`src/rtl/spi_slave_sync.sv`:
```
// spi_slave_sync: SPI slave oversampled in the clk_system domain with a one-word TX holding buffer.
module spi_slave_sync #(
  parameter int DATA_WIDTH  = 8,
  parameter int CPOL        = 0,
  parameter int CPHA        = 0,
  parameter int MSB_FIRST   = 1,
  parameter int SYNC_STAGES = 2
) (
  input  logic                  clk_system,
  input  logic                  reset,
  input  logic                  sclk,
  input  logic                  mosi,
  input  logic                  slave_select_n,
  output logic                  miso,
  output logic                  miso_oe,
  input  logic [DATA_WIDTH-1:0] tx_data,
  input  logic                  tx_valid,
  output logic                  tx_ready,
  output logic [DATA_WIDTH-1:0] rx_data,
  output logic                  rx_valid,
  output logic                  tx_underrun,
  output logic                  frame_error,
  output logic                  busy
);
  localparam int CW = $clog2(DATA_WIDTH + 1);
  localparam logic POL = (CPOL != 0);
  localparam logic [CW-1:0] FULL = CW'(DATA_WIDTH);
  typedef enum logic {IDLE, ACTIVE} state_t;
  state_t state_q;
  logic [SYNC_STAGES-1:0] sclk_sync_q, ss_sync_q, mosi_sync_q;
  logic sclk_e_q, ss_e_q;
  logic [DATA_WIDTH-1:0] tx_sh_q, tx_sh_d, rx_sh_q, rx_sh_d, buf_q, rx_data_q;
  logic [CW-1:0] cnt_q, cnt_d;
  logic full_q, skip_q, miso_q, rx_valid_q, tx_underrun_q, frame_error_q;
  logic sclk_s, ss_s, mosi_s, lead, trail, sample, shift, active;
  logic ss_rise, ss_fall, leave, done, load, accept, shift_en, sample_en;

  assign sclk_s = sclk_sync_q[SYNC_STAGES-1];
  assign ss_s   = ss_sync_q[SYNC_STAGES-1];
  assign mosi_s = mosi_sync_q[SYNC_STAGES-1];

  always_ff @(posedge clk_system) begin
    if (reset) begin
      sclk_sync_q <= {SYNC_STAGES{POL}};
      ss_sync_q   <= '1;
      mosi_sync_q <= '0;
      sclk_e_q    <= POL;
      ss_e_q      <= 1'b1;
    end else begin
      sclk_sync_q <= {sclk_sync_q[SYNC_STAGES-2:0], sclk};
      ss_sync_q   <= {ss_sync_q[SYNC_STAGES-2:0], slave_select_n};
      mosi_sync_q <= {mosi_sync_q[SYNC_STAGES-2:0], mosi};
      sclk_e_q    <= sclk_s;
      ss_e_q      <= ss_s;
    end
  end

  always_comb begin
    lead      = (sclk_e_q == POL) && (sclk_s != POL);
    trail     = (sclk_e_q != POL) && (sclk_s == POL);
    sample    = (CPHA != 0) ? trail : lead;
    shift     = (CPHA != 0) ? lead : trail;
    active    = state_q == ACTIVE;
    ss_rise   = ss_s && !ss_e_q;
    ss_fall   = !ss_s && ss_e_q;
    leave     = active && ss_rise;
    done      = active && cnt_q == FULL;
    load      = (!active && ss_fall) || (done && !ss_rise);
    accept    = tx_valid && !full_q;
    shift_en  = active && !ss_rise && shift && !skip_q;
    sample_en = active && !ss_rise && sample;
    tx_sh_d   = load ? (full_q ? buf_q : '0) : leave ? '0 : !shift_en ? tx_sh_q :
                (MSB_FIRST != 0) ? tx_sh_q << 1 : tx_sh_q >> 1;
    rx_sh_d   = leave ? '0 : !sample_en ? rx_sh_q :
                (MSB_FIRST != 0) ? {rx_sh_q[DATA_WIDTH-2:0], mosi_s} : {mosi_s, rx_sh_q[DATA_WIDTH-1:1]};
    cnt_d     = (leave || done) ? '0 : sample_en ? cnt_q + 1'b1 : cnt_q;
  end

  // skip_q swallows the first shift edge after a load that already presents bit 0
  always_ff @(posedge clk_system) begin
    if (reset) begin
      state_q       <= IDLE;
      tx_sh_q       <= '0;
      rx_sh_q       <= '0;
      cnt_q         <= '0;
      buf_q         <= '0;
      full_q        <= 1'b0;
      skip_q        <= 1'b0;
      miso_q        <= 1'b0;
      rx_data_q     <= '0;
      rx_valid_q    <= 1'b0;
      tx_underrun_q <= 1'b0;
      frame_error_q <= 1'b0;
    end else begin
      state_q       <= leave ? IDLE : (!active && ss_fall) ? ACTIVE : state_q;
      tx_sh_q       <= tx_sh_d;
      rx_sh_q       <= rx_sh_d;
      cnt_q         <= cnt_d;
      miso_q        <= (MSB_FIRST != 0) ? tx_sh_d[DATA_WIDTH-1] : tx_sh_d[0];
      if (accept) buf_q <= tx_data;
      full_q        <= accept || (full_q && !load);
      skip_q        <= load ? ((CPHA != 0) || active) : (active && shift) ? 1'b0 : skip_q;
      if (done) rx_data_q <= rx_sh_q;
      rx_valid_q    <= done;
      tx_underrun_q <= load && !full_q;
      frame_error_q <= leave && cnt_q != '0 && !done;
    end
  end

  assign miso        = miso_q;
  assign miso_oe     = !ss_s;
  assign tx_ready    = !full_q;
  assign rx_data     = rx_data_q;
  assign rx_valid    = rx_valid_q;
  assign tx_underrun = tx_underrun_q;
  assign frame_error = frame_error_q;
  assign busy        = active;
endmodule
```
`config.mk`:
```
export PLATFORM = sky130hd
export DESIGN_NAME = spi_slave_sync
export DESIGN_NICKNAME = d
export VERILOG_FILES = /design/src/rtl/spi_slave_sync.sv
export SDC_FILE = /design/constraint.sdc
export NUM_CORES = 1
export LEC_CHECK = 0
export ABC_AREA = 1
export CAP_MARGIN = 20
export CELL_PAD_IN_SITES_DETAIL_PLACEMENT = 0
export CELL_PAD_IN_SITES_GLOBAL_PLACEMENT = 1
export CORE_MARGIN = 2
export CORE_UTILIZATION = 38
export CTS_CLUSTER_SIZE = 16
export DETAILED_ROUTE_END_ITERATION = 10
export PLACE_DENSITY = 0.77
export SYNTH_ARGS = -nofsm -noshare
export SYNTH_HDL_FRONTEND = slang
export SYNTH_SLANG_ARGS = --single-unit
```
`constraint.sdc`:
```
create_clock -name clk_system -period 1.71 [get_ports clk_system]
set_input_delay 0.342 -clock clk_system [delete_from_list [all_inputs] [get_ports clk_system]]
set_output_delay 0.342 -clock clk_system [all_outputs]
set_load 0.01 [all_outputs]
```
# After elaboration in Yosys (flattened, before gate mapping)
# Cells that the tools add are included.
op_classes:
  muxes: 6
  addsub: 1
  reduce_logical: 34
  n_bitwise: 2
  n_eq_ne: 1
ops:
  columns: ["cell", "n"]
  rows:
  - ["$mux 8", 4]
  - ["$logic_and 1x1->1", 18]
  - ["$logic_not 1->1", 8]
  - ["$add 4x1->4 const B", 1]
  - ["$eq 4x4->1 const B", 1]
  - ["$reduce_bool 4->1", 1]
  - ["$reduce_or 2->1", 2]
  - ["$logic_or 1x1->1", 3]
  - ["$reduce_bool 3->1", 1]
  - ["$mux 1", 2]
  - ["$not 1->1", 2]
  - ["$reduce_bool 2->1", 1]
word_totals:
  output_inout_bits: 15
  reg_bits: 50
  elab_cells: 61

# Logic depth before layout (Yosys ltp)
# Gate-level depths: netlist (run 1).
depth:
  ltp_word: 9
  ltp_mapped: 10
  mapped_depth_nobuf: 10

# Worst setup path after synthesis (run 1)
# Ideal clock, no wire load.
synth_timing:
  kind: "reg2reg"
  from: "register cnt_q[0]"
  to: "register cnt_q[0]"
  slack_ns: 0.352
  n_path_buf: 0
  arrival_time_ns: 1.289
  required_time_ns: 1.640
  synth_period_minus_slack_ns: 1.358
  setup_time_ns: 0.070
  path_stages_with_launch: 10
  cell_sequence: "dfxtp_1 -> inv_1 -> ha_1 -> nand2_1 -> inv_2 -> nand2_2 -> nand2_1 -> nor2_1 -> o21ai_0 -> a21oi_1"
synth_via:
  elab_chain_len: 4
  elab_cells_between_ends: 5
  cone_classes: "add/sub: 1; eq/ne: 1; reduce/logical: 3"
synth_rtl:
  columns: ["item", "line_no", "rtl"]
  rows:
  - ["from (decl)", "33", "logic [CW-1:0] cnt_q, cnt_d;"]
  - ["from (signal assigned)", "98", "cnt_q <= cnt_d;"]
  - ["$eq 4x4->1", "67", "done = active && cnt_q == FULL;"]
  - ["$logic_and 1x1->1", "67", null]
  - ["$logic_or 1x1->1", "76", "cnt_d = (leave || done) ? '0 : sample_en ? cnt_q + 1'b1 : cnt_q;"]
  - ["$reduce_or 2->1 (no line)", null, null]
# Parallel ways exist; a longest one is shown, timed or not.
# A chain may end at the register's enable or synchronous reset.

# Worst setup path after layout (run 1)
layout_timing:
  from: "register state_q, in the netlist busy"
  to: "output busy"
layout_rtl:
  columns: ["item", "line_no", "rtl"]
  rows:
  - ["from (decl)", "29", "state_t state_q;"]
  - ["from (signal assigned)", "95", "state_q <= leave ? IDLE : (!active && ss_fall) ? ACTIVE : state_q;"]
  - ["to (decl)", "23", "output logic busy"]
# No word-level cell between the ends.

==> flow_summary.yaml, run 1 <==
status:
  status: "completed"
grt:
  grt-ovfl-total: 0
  track_usage: 0.154
  grt_pass1_wl_mm: 6.71
  grt_pass1_vias: 1440
  antenna_found_initial: 0
  grt_max_degree: 17
synthesis:
  yosys-top-cells-count: "dfxtp_1, nor2_1, nand2_1"
  ys_types: 22
  synth_edf_count: 0
  netlist_instances: 256
  ys_seq_elements: 50
  synth_nets: 272
  synth_top_area_share: 0.515
  yosysMostFrequentCell: "dfxtp_1"
  synthArstFlopShare: 0
  synthFlopType: "dfxtp_1"
  synth_area_leaders: "dfxtp_1, nor2_1, nand2_1, o21ai_0, inv_1"
  syn-cell-area_um2: 1940
  post_synth.cell_area_avg_um2: 7.60
  seq_area_frac_synth: 0.515
  yosys.area.top_type: "dfxtp_1"
  synth_warnings: 0
finish:
  drive_gt1_frac: 0.121
  nets: 312
  fin_util: 0.497
  final_cells: 367
  antenna_cells: 0
  area_growth_pct: 27.9
clock_network:
  path_clk_slew_ps: 90
  cts_made_buffers: 5
  cts_root_buf: "clkbuf_8"
  cts_tree: "done"
  cts_sinks: 50
  cts_buffer_depth: 2
  clkLatencyLatePin_ps: 300
  h-tree-depth: 2
worst_setup_path:
  crit_type: "register to output pin"
  cpPeakStageDelay_ps: 560
  worstPathMaxFanout: 7
  worst-endpoint-arrival_ps: 1260
  worstReg2RegStart: "cnt_q[1]"
  startpoint_type: "register"
  crit_chain: "clkdlybuf4s50_1"
  path_delay_family: "buffers and inverters"
  startpoint: "busy"
  critPathRequiredTime_ps: 1370
  path_buf_inv: 1
  cpMaxStageDelayCell: "clkdlybuf4s50_1"
  end_kind: "output pin"
placed_design:
  routabilityCongestion: 0.810
  dp_cells: 356
  dp_hpwl_mm: 2.90
  dp_worst_setup_slack_ps: 144
  io_buffers: 28
power:
  total_power_mw: 2.23
  ir_worst_vdd_mv: 0.551
  power_density_nw_per_um2: 897
  power_leakage_nw: 1.09
route:
  post-route-drc-count: 0
  antenna_left: 0
  vias: 1658
  drt-initial-drc-count: 108
  wirelength_mm: 3.99
  drt-pass1-iter-count: 4
  routedWlPerCell_um: 10.9
  viasPerCell: 4.52
floorplan:
  dieArea_um2: 5700
  io_pins: 29
  initial_core_util: 0.388
  rows: 26
  die_w_um: 75.5
  core-area_um2: 5010
  die_h_um: 75.5
timing:
  fmax_ghz: 0.623
  relSlewSlack: 0.799
  setup_viol: 0
  worst_pin_slew_ps: 301
  whs_ps: 407
  fin_ws_ps: 105
  skew_ps: 8.31
  period_needed_ps: 1600
  timing.final.max_slew_violations: 0
  fin_crit_sh: 0.939
  hold_viol_final: 0
worst_hold_path:
  hp-start: "mosi_sync_q[0]"
  worstHoldPathType: "register to register"
flow_run:
  max_cap_violations: 0
[report_power, final]
part / internal (mW) / leakage, nW / total, mW / switching [mW]
logic: 0.0814 / 0.634 / 0.174 / 0.0929
clock network: 0.435 / 0.0504 / 0.838 / 0.402
registers: 1.20 / 0.408 / 1.22 / 0.0180
total: 1.72 / 1.09 / 2.23 / 0.513
[sequential cells by signal, summed over array words and instances (netlist names), 2 cells and up]
name         count
rx_data          8
tx_sh_q          7
ss_sync_q        2
buf_q            8
cnt_q            4
sclk_sync_q      2
rx_sh_q          8
mosi_sync_q      2
[area by class of cell]
cell class / count / area (um2)
clock buffer: 5 / 68.8
clock inverter: 3 / 45.0
fill: 527 / 2520
inverter: 35 / 131
multi-input combinational: 165 / 786
sequential: 50 / 1000
tap: 70 / 87.6
timing repair buffer: 39 / 365
[placed cells by master, fill, tap and decap left out, types with 3 or more instances in the layout]
master	Yosys	layout
nand3_2	3	3
clkdlybuf4s50_1	0	27
o21ai_0	27	27
inv_1	31	31
buf_4	0	11
dfxtp_1	50	48
inv_2	4	4
nand2_1	38	38
nand3_1	16	16
nand4_1	3	3
nor2_1	49	49
clkbuf_8	0	5
a21oi_1	16	16
[what timing repair did]
action                     4_1_cts  5_1_grt
buffers inserted                 0        3
resized for setup                1        2
hold buffers                     0        0
setup endpoints to repair        1        5
[final timing paths]
check        slack (ps)              to  cells after the start
min                 410  mosi_sync_q[1]                      2
min reg2reg         410  mosi_sync_q[1]                      2
max                 110            busy                      1
max reg2reg         160      tx_sh_q[4]                     10
[through the flow]
stage / TNS (ps) / cell area, um2
final: 0 / 2490
after global routing: -8.63 / 2490
after CTS: 0 / 2460
after detailed placement: 0 / 2350
after global placement: 0 / 2350
after floorplan: 0 / 1940
[metal layers]
layer / vias to the layer above / share of wire / global-route usage
met5: - / 0 / 0
met4: 0 / 0.013 / 0.0468
met3: 6 / 0.040 / 0.0397
met2: 33 / 0.44 / 0.223
met1: 726 / 0.51 / 0.225
li1: 893 / - / -
[kinds of logic (layout without fill, tap and decap cells)]
| logic type | count (synthesis) | count (layout) | synth area share |
|---|---|---|---|
| and+or+nand+nor | 118 | 118 | 0.273 |
| buffers and inverters | 41 | 82 | 0.0811 |
| DFF | 50 | 50 | 0.515 |
| AOI/OAI and AO/OA | 45 | 45 | 0.118 |
| adders and majority gates | 2 | 2 | 0.0129 |
Note: power is estimated with default switching activity, not from simulation.
==> run 2, diff against run 1 <==
--- a/config.mk
+++ b/config.mk
@@ -6,14 +6,16 @@
 export NUM_CORES = 1
 export LEC_CHECK = 0
 export ABC_AREA = 1
+export ABC_CLOCK_PERIOD_IN_PS = 1710
 export CAP_MARGIN = 20
 export CELL_PAD_IN_SITES_DETAIL_PLACEMENT = 0
 export CELL_PAD_IN_SITES_GLOBAL_PLACEMENT = 1
 export CORE_MARGIN = 2
-export CORE_UTILIZATION = 38
+export CORE_UTILIZATION = 44
 export CTS_CLUSTER_SIZE = 16
 export DETAILED_ROUTE_END_ITERATION = 10
-export PLACE_DENSITY = 0.77
+export DONT_BUFFER_PORTS = 1
+export PLACE_DENSITY = 0.76
 export SYNTH_ARGS = -nofsm -noshare
 export SYNTH_HDL_FRONTEND = slang
 export SYNTH_SLANG_ARGS = --single-unit
==> flow_summary.yaml, run 2 (synthesized netlist as in run 1, its figures left out) <==
placed_design:
  dpl_cell_area_um2: 2010
  dp_cells: 306
  io_buffers: 0
  dp_hpwl_mm: 2.75
  routabilityCongestion: 0.785
worst_hold_path:
  hold_end: "tx_sh_q[0]"
  hp-start: "reset"
  worstHoldPathType: "input pin to register"
  hold_depth: 1
grt:
  grt-ovfl-total: 0
  track_usage: 0.167
  grt_pass1_wl_mm: 6.58
  antenna_found_initial: 0
  grt_max_degree: 23
  grt_pass1_vias: 1442
route:
  drt-initial-drc-count: 106
  wirelength_mm: 3.82
  routedWlPerCell_um: 12.2
  viasPerCell: 4.84
  post-route-drc-count: 0
  drt-pass1-iter-count: 4
  antenna_left: 0
  vias: 1520
floorplan:
  rows: 24
  die_w_um: 70.5
  dieArea_um2: 4970
  initial_core_util: 0.453
  die_h_um: 70.5
  core-area_um2: 4290
  io_pins: 29
worst_setup_path:
  worstPathMaxFanout: 7
  r2r_slack_ps: 210
  cpPeakStageDelay_ps: 380
  r2r_cells: 10
  reg2reg_to: "tx_sh_q[4]"
  crit_type: "register to register"
  startpoint_type: "register"
  worstReg2RegStart: "cnt_q[1]"
  cpMaxStageDelayCell: "dfxtp_1"
  crit_chain: "inv_1 -> ha_1 -> nand2_1 -> inv_2 -> nand3_4 -> nand3_2 -> nor2_1 -> nand2_1 -> nand2_1 -> nor2_1"
  path_delay_family: "simple AND/OR/NAND/NOR gates"
  critPathRequiredTime_ps: 1910
  crit_top_cell: "nand2_1"
  path_buf_inv: 2
  end_kind: "register"
  worst-endpoint-arrival_ps: 1710
finish:
  design_area_um2: 2110
  antenna_cells: 0
  area_growth_pct: 8.62
  layout_common_cells: "dfxtp_1, nor2_1, nand2_1, inv_1, o21ai_0"
  nets: 278
  drive_gt1_frac: 0.107
  fillers: 451
  final_cells: 314
  final_common_cell: "dfxtp_1"
clock_network:
  clkLatencyLatePin_ps: 300
  cts_sinks: 50
  path_clk_slew_ps: 90
  cts_made_buffers: 5
  h-tree-depth: 2
  cts_buffer_depth: 2
  cts_tree: "done"
  cts_root_buf: "clkbuf_8"
timing:
  fin_crit_sh: 0.879
  relSlewSlack: 0.791
  period_needed_ps: 1500
  fmax_ghz: 0.665
  hold_viol_final: 0
  timing.final.max_slew_violations: 0
  whs_ps: 101
  rsz0062_at_grt: "false"
  setup_viol: 0
  worst_pin_slew_ps: 314
  skew_ps: 4.58
  fin_tns_setup_ps: 0
power:
  swShare: 0.238
  combPwrFrac: 0.061
  total_power_mw: 2.00
  intPower_mw: 1.52
  power_leakage_nw: 0.943
  clkPwrFrac: 0.327
  p_switching_uw: 474
  ir_worst_vdd_mv: 0.366
  power_density_nw_per_um2: 945
  seq_power_share: 0.612
status:
  status: "completed"
flow_run:
  max_cap_violations: 0
==> run 2: cell count changes in the layout (fill, tap and decap cells not counted), moves of 2 or more <==
cell,previous run,this run
dfxtp_2,2,0
buf_4,11,5
clkdlybuf4s50_1,27,0
dfxtp_1,48,50
==> run 2: what timing repair did <==
item                                    4_1_cts  5_1_grt
setup buffers                                 0        1
resized for setup                             0        2
hold buffers                                  0        0
endpoints found under the setup margin        0        7
==> run 2: worst max-delay path by stage <==
stage	endpoint	start	cells after the start	slack, ps
2_1_floorplan	cnt_q[0]	cnt_q[0]	9	350
3_3_place_gp	cnt_q[1]	cnt_q[0]	9	190
3_5_place_dp	cnt_q[1]	cnt_q[0]	9	130
4_1_cts	cnt_q[1]	cnt_q[0]	9	110
5_1_grt	tx_sh_q[0]	cnt_q[0]	9	40
6_report	tx_sh_q[4]	cnt_q[1]	10	210
==> run 2: worst reg2reg max path: cells and delay by family, from the launching register on <==
| family | cells | cell delay (ps) |
|---|---|---|
| flip-flops | 1 | 380 |
| AND/OR/NAND/NOR | 7 | 700 |
| adder cells (fa/ha/maj) | 1 | 200 |
| buffers and inverters | 2 | 140 |
==> run 2: metal layers <==
metal  global-route usage  part of all wire  up-vias
met2                0.238              0.40       30
met3               0.0519             0.049        9
li1                     -                 -      816
met5                    0                 0        -
met1                0.233              0.53      665
met4               0.0705             0.021        0
==> run 2: power groups by stage <==
stage	registers, mW	logic [mW]	clock network [mW]
finish	1.22	0.122	0.653
global placement	1.25	0.118	0
floorplan	1.24	0.0992	0
CTS	1.22	0.120	0.683
detailed placement	1.25	0.120	0
global route	1.22	0.143	0.722
==> run 2: cell type report <==
type	count	area, um2	share of cell area
Multi-Input combinational cell	165	793	0.376
Clock inverter	2	15.0	0.00711
Inverter	35	131	0.0622
Clock buffer	5	68.8	0.0326
Tap cell	52	65.1	0.0308
Sequential cell	50	1000	0.474
Timing Repair Buffer	5	37.5	0.0178
==> run 2: per-stage QoR <==
step / setup slack [ps] / util
2_1_floorplan: 352 / -
3_3_place_gp: 190 / 0.469
3_5_place_dp: 128 / 0.469
4_1_cts: 111 / 0.488
5_1_grt: 41.7 / 0.492
6_report: 207 / 0.492
